==> config.mk <==
export PLATFORM = sky130hd
export DESIGN_NAME = if_prefetch_unit_flat
export DESIGN_NICKNAME = d
export VERILOG_FILES = /design/src/rtl/if_prefetch_unit_if.sv /design/src/rtl/if_prefetch_unit.sv /design/src/flat_wrapper.sv
export SDC_FILE = /design/constraint.sdc
export NUM_CORES = 1
export LEC_CHECK = 0
export ABC_AREA = 1
export BUFFER_PORTS_ARGS = -buffer_cell sky130_fd_sc_hd__buf_2
export CAP_MARGIN = 20
export CORE_AREA = 2 2 214 216
export CTS_CLUSTER_SIZE = 16
export DETAILED_ROUTE_END_ITERATION = 8
export DIE_AREA = 0 0 216 218
export HOLD_SLACK_MARGIN = 0.03
export PLACE_DENSITY = 0.63
export SYNTH_ARGS = -nofsm -noshare
export SYNTH_HDL_FRONTEND = slang
export SYNTH_SLANG_ARGS = --single-unit
export TNS_END_PERCENT = 30
==> constraint.sdc <==
create_clock -name clk -period 5.83 [get_ports clk]
set_input_delay 1.166 -clock clk [delete_from_list [all_inputs] [get_ports clk]]
set_output_delay 1.166 -clock clk [all_outputs]
set_load 0.02 [all_outputs]
==> src/rtl/if_prefetch_unit_if.sv <==
// Memory fetch bus and decode-side instruction handshake
// for the decoupled instruction prefetcher.
interface if_prefetch_unit_if #(
    parameter int unsigned ADDR_W = 32,
    parameter int unsigned DATA_W = 32
);
    logic              req_o;
    logic [ADDR_W-1:0] req_addr_o;
    logic              gnt_i;
    logic              rvalid_i;
    logic [DATA_W-1:0] rdata_i;
    logic              ins_valid_o;
    logic              ins_ready_i;
    logic [DATA_W-1:0] ins_o;
    logic [ADDR_W-1:0] ins_addr_o;

    modport master (
        output req_o,
        output req_addr_o,
        input  gnt_i,
        input  rvalid_i,
        input  rdata_i,
        output ins_valid_o,
        input  ins_ready_i,
        output ins_o,
        output ins_addr_o
    );

    modport slave (
        input  req_o,
        input  req_addr_o,
        output gnt_i,
        output rvalid_i,
        output rdata_i,
        input  ins_valid_o,
        output ins_ready_i,
        input  ins_o,
        input  ins_addr_o
    );
endinterface

==> src/rtl/if_prefetch_unit.sv <==
// Decoupled instruction prefetcher: credit-limited sequential fetch,
// in-order response buffering and jump flush with stale-response discard.
module if_prefetch_unit #(
    parameter int unsigned       ADDR_W   = 32,
    parameter int unsigned       DATA_W   = 32,
    parameter int unsigned       DEPTH    = 4,
    parameter logic [ADDR_W-1:0] RESET_PC = '0,
    parameter int unsigned       INT_W    = 8
) (
    input  logic               clk,
    input  logic               rst,
    input  logic [2:0]         hold_flag_i,
    input  logic               jump_flag_i,
    input  logic [ADDR_W-1:0]  jump_addr_i,
    input  logic [INT_W-1:0]   int_flag_i,
    output logic [INT_W-1:0]   int_flag_o,
    if_prefetch_unit_if.master bus
);
    localparam int unsigned PW = (DEPTH > 1) ? $clog2(DEPTH) : 1;
    localparam int unsigned CW = PW + 1;

    localparam logic [ADDR_W-1:0] ALIGN    = ~ADDR_W'(3);
    localparam logic [DATA_W-1:0] NOP      = DATA_W'(32'h0000_0013);
    localparam logic [CW:0]       CRED_MAX = (CW+1)'(DEPTH);

    logic [ADDR_W-1:0] fetch_pc;
    logic [CW-1:0]     outstanding;
    logic [CW-1:0]     discard;
    logic [CW-1:0]     fcnt;
    logic [CW:0]       credit;

    logic [PW-1:0]     aq_wp;
    logic [PW-1:0]     aq_rp;
    logic [PW-1:0]     f_wp;
    logic [PW-1:0]     f_rp;

    logic [ADDR_W-1:0] aq_mem [DEPTH];
    logic [ADDR_W-1:0] fa_mem [DEPTH];
    logic [DATA_W-1:0] fd_mem [DEPTH];

    logic can_req;
    logic issue;
    logic resp;
    logic drop;
    logic push;
    logic pop;
    logic head_vld;

    // Credit covers both buffered entries and requests still in flight,
    // so every granted request is guaranteed a FIFO slot on return.
    always_comb begin
        credit  = {1'b0, fcnt} + {1'b0, outstanding};
        can_req = !rst
                  && !jump_flag_i
                  && (hold_flag_i == 3'd0)
                  && (credit < CRED_MAX);
    end

    always_comb begin
        head_vld = (fcnt != '0);
        issue    = can_req && bus.gnt_i;
        resp     = bus.rvalid_i;
        drop     = resp && (jump_flag_i || (discard != '0));
        push     = resp && !drop;
        pop      = head_vld && bus.ins_ready_i && !jump_flag_i;
    end

    assign bus.req_o       = can_req;
    assign bus.req_addr_o  = fetch_pc;
    assign bus.ins_valid_o = head_vld;
    assign bus.ins_o       = head_vld ? fd_mem[f_rp] : NOP;
    assign bus.ins_addr_o  = head_vld ? fa_mem[f_rp] : '0;

    always_ff @(posedge clk or posedge rst) begin
        if (rst) begin
            fetch_pc <= RESET_PC & ALIGN;
        end else if (jump_flag_i) begin
            fetch_pc <= jump_addr_i & ALIGN;
        end else if (issue) begin
            fetch_pc <= fetch_pc + ADDR_W'(4);
        end
    end

    always_ff @(posedge clk or posedge rst) begin
        if (rst) begin
            outstanding <= '0;
        end else begin
            outstanding <= outstanding + CW'(issue) - CW'(resp);
        end
    end

    // Everything still in flight at a jump belongs to the old path.
    always_ff @(posedge clk or posedge rst) begin
        if (rst) begin
            discard <= '0;
        end else if (jump_flag_i) begin
            discard <= outstanding - CW'(resp);
        end else if (resp && (discard != '0)) begin
            discard <= discard - CW'(1);
        end
    end

    always_ff @(posedge clk or posedge rst) begin
        if (rst) begin
            aq_wp <= '0;
            aq_rp <= '0;
        end else if (jump_flag_i) begin
            aq_wp <= '0;
            aq_rp <= '0;
        end else begin
            if (issue) begin
                aq_wp <= aq_wp + PW'(1);
            end
            if (push) begin
                aq_rp <= aq_rp + PW'(1);
            end
        end
    end

    always_ff @(posedge clk) begin
        if (issue) begin
            aq_mem[aq_wp] <= fetch_pc;
        end
    end

    always_ff @(posedge clk or posedge rst) begin
        if (rst) begin
            f_wp <= '0;
            f_rp <= '0;
            fcnt <= '0;
        end else if (jump_flag_i) begin
            f_wp <= '0;
            f_rp <= '0;
            fcnt <= '0;
        end else begin
            if (push) begin
                f_wp <= f_wp + PW'(1);
            end
            if (pop) begin
                f_rp <= f_rp + PW'(1);
            end
            fcnt <= fcnt + CW'(push) - CW'(pop);
        end
    end

    always_ff @(posedge clk) begin
        if (push) begin
            fa_mem[f_wp] <= aq_mem[aq_rp];
            fd_mem[f_wp] <= bus.rdata_i;
        end
    end

    always_ff @(posedge clk or posedge rst) begin
        if (rst) begin
            int_flag_o <= '0;
        end else if (jump_flag_i) begin
            int_flag_o <= '0;
        end else begin
            int_flag_o <= int_flag_i;
        end
    end
endmodule
==> src/flat_wrapper.sv <==
// flat-port wrapper written by rule: the top's interface ports become plain ports
module if_prefetch_unit_flat 
#(
    parameter int unsigned       ADDR_W   = 32,
    parameter int unsigned       DATA_W   = 32,
    parameter int unsigned       DEPTH    = 4,
    parameter logic [ADDR_W-1:0] RESET_PC = '0,
    parameter int unsigned       INT_W    = 8
)
  (clk, rst, hold_flag_i, jump_flag_i, jump_addr_i, int_flag_i, int_flag_o, bus_req_o, bus_req_addr_o, bus_gnt_i, bus_rvalid_i, bus_rdata_i, bus_ins_valid_o, bus_ins_ready_i, bus_ins_o, bus_ins_addr_o);
  if_prefetch_unit_if #(.ADDR_W(ADDR_W), .DATA_W(DATA_W)) bus_i ();
  input  logic clk;
  input  logic rst;
  input  logic [2:0] hold_flag_i;
  input  logic jump_flag_i;
  input  logic [ADDR_W-1:0] jump_addr_i;
  input  logic [INT_W-1:0] int_flag_i;
  output logic [INT_W-1:0] int_flag_o;
  output wire logic [$bits(bus_i.req_o)-1:0] bus_req_o;
  output wire logic [$bits(bus_i.req_addr_o)-1:0] bus_req_addr_o;
  input wire logic [$bits(bus_i.gnt_i)-1:0] bus_gnt_i;
  input wire logic [$bits(bus_i.rvalid_i)-1:0] bus_rvalid_i;
  input wire logic [$bits(bus_i.rdata_i)-1:0] bus_rdata_i;
  output wire logic [$bits(bus_i.ins_valid_o)-1:0] bus_ins_valid_o;
  input wire logic [$bits(bus_i.ins_ready_i)-1:0] bus_ins_ready_i;
  output wire logic [$bits(bus_i.ins_o)-1:0] bus_ins_o;
  output wire logic [$bits(bus_i.ins_addr_o)-1:0] bus_ins_addr_o;
  assign bus_req_o = bus_i.req_o;
  assign bus_req_addr_o = bus_i.req_addr_o;
  assign bus_i.gnt_i = bus_gnt_i;
  assign bus_i.rvalid_i = bus_rvalid_i;
  assign bus_i.rdata_i = bus_rdata_i;
  assign bus_ins_valid_o = bus_i.ins_valid_o;
  assign bus_i.ins_ready_i = bus_ins_ready_i;
  assign bus_ins_o = bus_i.ins_o;
  assign bus_ins_addr_o = bus_i.ins_addr_o;
  if_prefetch_unit #(.ADDR_W(ADDR_W), .DATA_W(DATA_W), .DEPTH(DEPTH), .RESET_PC(RESET_PC), .INT_W(INT_W)) u_core (.clk(clk), .rst(rst), .hold_flag_i(hold_flag_i), .jump_flag_i(jump_flag_i), .jump_addr_i(jump_addr_i), .int_flag_i(int_flag_i), .int_flag_o(int_flag_o), .bus(bus_i));
endmodule
==> results.ini <==
[outcome]
status=finished clean

[timing]
slew_violations=0
setup_viol=0
fmax_mhz=236
hold-worst-slack_ns=0.542
fin_ws_ns=1.59
period_needed_ns=4.24
relSlewSlack=0.258
fin_setup_tns_ns=0
clock_skew_ns=0.0119
tightest_slew_ns=1.11
timing.final.crit_share=0.728
final_hold_viol_count=0
rsz0062_at_grt=no

[global_route]
grt_use_met3=0.0275
use_met2=0.283
grtUsageTotal=0.173
top_usage_layer=met2
grt_max_degree=97
antenna_found_initial=0
grtUsageMet1=0.234
grt-ovfl-total=0
grt_pass1_wl_mm=63.3
grt_pass1_vias=11400

[clocking]
cts_buffers=45
cts_tree=built
post_cts_buffers=0
clock_sinks=423
cts_resized=0
clk_pin_slew_ns=0.06
clock_latency_ns=0.56
clockRootBuffer=clkbuf_16
clk_path_buf_depth=3
cts_max_level=2
holdBufCountCts=0

[logic_synthesis]
synth_seq_area_share=0.704
postSynthAreaPerCell_um2=11.3
yosysMostFrequentCell=edfxtp_1
synth_cell_type_count=36
synth_commonest_cells=edfxtp_1 (368), nor2_1 (367), o21ai_0 (192), nand2_1 (175), inv_1 (82)
synth_top_area_share=0.626
async_reset_ff_frac=0.130
syn-cell-area_mm2=0.0177
synth-edff-count=368
ys.flop_type=edfxtp_1
synth_area_leader_cell=edfxtp_1
ys_seq_elements=423
synthCells=1559
synth_warnings=0
netlist_top_cells_area=edfxtp_1 (63%), nor2_1 (7.8%), dfrtp_1 (7.8%)

[critical_path]
cp_common_cell=nor2_1
crit_type=reg -> out
worstPathArrival_ns=3.08
crit_buf_inv=2
r2r-start=u_core.fcnt[1]$_DFF_PP0_
worstPathCellList=buf_4 -> nor2_1 -> nor2_1 -> o21ai_0 -> a21oi_1 -> buf_2
endpoint_kind=output port
max_stage_delay_ns=0.86
rrSetupSlack_ns=2.80
cp_top_family=buffers and inverters
crit_required_ns=4.66
startpoint_type=flop
critPathMaxFanout=96
crit_slowest_cell=buf_4
timing.rr.end=u_core.fcnt[2]$_DFF_PP0_
reg2reg_depth=13

[power]
comb_power_share=0.255
ir_drop_mv=0.227
switchingPower_mw=2.86
clockPowerShare=0.316
cellPowerDensity_mw_per_mm2=413
swShare=0.337
p_total_mw=8.48
seqPwrFrac=0.429
p_leak_nw=7.77
intPower_mw=5.62

[final_layout]
stdcell_count=2363
area_growth_syn_to_layout_pct=16.2
stdcell_area_mm2=0.0205
antennaDiodeCount=0
utilization=0.457
nets=1832
layout-drive-gt1-share=0.171

[placement]
placed_cell_area_mm2=0.0191
post-place-ws_ns=2.08
placedCellCount=2283
io_buffers=180
hpwl_mm=23.8
gp_congestion=0.781

[routing]
drtIter0Drc=855
ant_nets=0
viasPerCell=5.00
wirelength_mm=40.8
vias=11800
drc=0
firstDrtPassIters=7
avgRoutedWirePerCell_um=17.3

[floorplanning]
initial_utilization=0.393
die-area_mm2=0.0471
io_pins=187
die_y_um=218
rows=78
die_w_um=216
fp.coreArea_mm2=0.0449

[job]
maxCapViolCount=0

[worst_hold_path]
hold_class=in -> async

## registers in the layout (all words and copies together) (netlist names), 3 cells and up
register / count
u_core.discard: 3
u_core.fa_mem: 120
u_core.int_flag_o: 8
u_core.bus.req_addr_o: 30
u_core.fd_mem: 128
u_core.fcnt: 3
u_core.aq_mem: 120
u_core.outstanding: 3
## metal layers
metal | part of all wire | wire, µm
met1 | 0.45 | 18400
met2 | 0.47 | 19000
met3 | 0.057 | 2320
met4 | 0.026 | 1070
met5 | 0 | 0
## area by class of cell
type | count | area [µm²]
inverters | 87 | 332
clock buffers | 52 | 1200
repair buffers | 203 | 1070
clock inverters | 28 | 181
well taps | 600 | 751
multi-input cells | 970 | 4560
fillers | 4101 | 24400
flip-flops and latches | 423 | 12400
## kinds of logic (layout without fill, tap and decap cells)
| kind of cell | after synthesis | in the layout | synth area share |
|---|---|---|---|
| and+or+nand+nor | 639 | 639 | 0.146 |
| buffers and inverters | 169 | 370 | 0.0417 |
| AOI/OAI and AO/OA | 297 | 297 | 0.0880 |
| xor gates and xnor gates | 9 | 9 | 0.00446 |
| other | 1 | 4 | 0.000212 |
| adders and majority gates | 21 | 21 | 0.0157 |
| DFF | 423 | 423 | 0.704 |
## placed cells by master, fill, tap and decap left out, types with 2 or more instances in the layout
cell type,instances
clkbuf_1,4
inv_2,5
o211ai_1,2
clkinv_1,11
fa_1,2
clkinv_2,6
nand2_1,175
nor2_2,8
clkinv_4,4
o22ai_1,30
nor2_1,358
o311ai_0,2
buf_4,23
nand3_1,77
inv_1,81
conb_1,4
nor2_4,10
buf_2,180
edfxtp_1,368
clkbuf_16,47
a21oi_1,64
dfrtp_1,53
clkinvlp_4,6
o21ai_0,192
ha_1,19
xor2_1,2
xnor2_1,7
nand2_2,4
o21bai_1,6
## worst max path at each step
stage                               startpoint                             end  slack [ns]  depth (start not counted)
detailed placement                 jump_flag_i   u_core.fd_mem[2][3]$_DFFE_PP_        2.08                          5
global placement                   jump_flag_i  u_core.fa_mem[1][25]$_DFFE_PP_        2.14                          5
finish              u_core.f_rp[0]$_DFFE_PP0P_              bus_ins_addr_o[16]        1.59                          6
CTS                 u_core.f_rp[0]$_DFFE_PP0P_              bus_ins_addr_o[16]        1.51                          6
global route        u_core.f_rp[0]$_DFFE_PP0P_              bus_ins_addr_o[16]        1.36                          6
floorplan                         bus_rvalid_i  u_core.fa_mem[0][10]$_DFFE_PP_        1.30                          4
## power by group through the flow
stage	Clock [mW]	Sequential (mW)	Combinational (mW)
after global placement	0	3.70	2.14
after floorplan	0	3.67	1.44
after global routing	2.87	3.66	2.39
after detailed placement	0	3.70	2.19
after CTS	2.76	3.64	2.20
final	2.68	3.64	2.16
## worst register-to-register path, delay by kind of cell, from the launching register on
family	cells	cell delay [ns]
buffers and inverters	4	0.38
flip-flops	1	0.45
AND/OR/NAND/NOR	6	1.31
adder cells (fa/ha/maj)	3	0.82
Power figures use the tool's default switching activity.
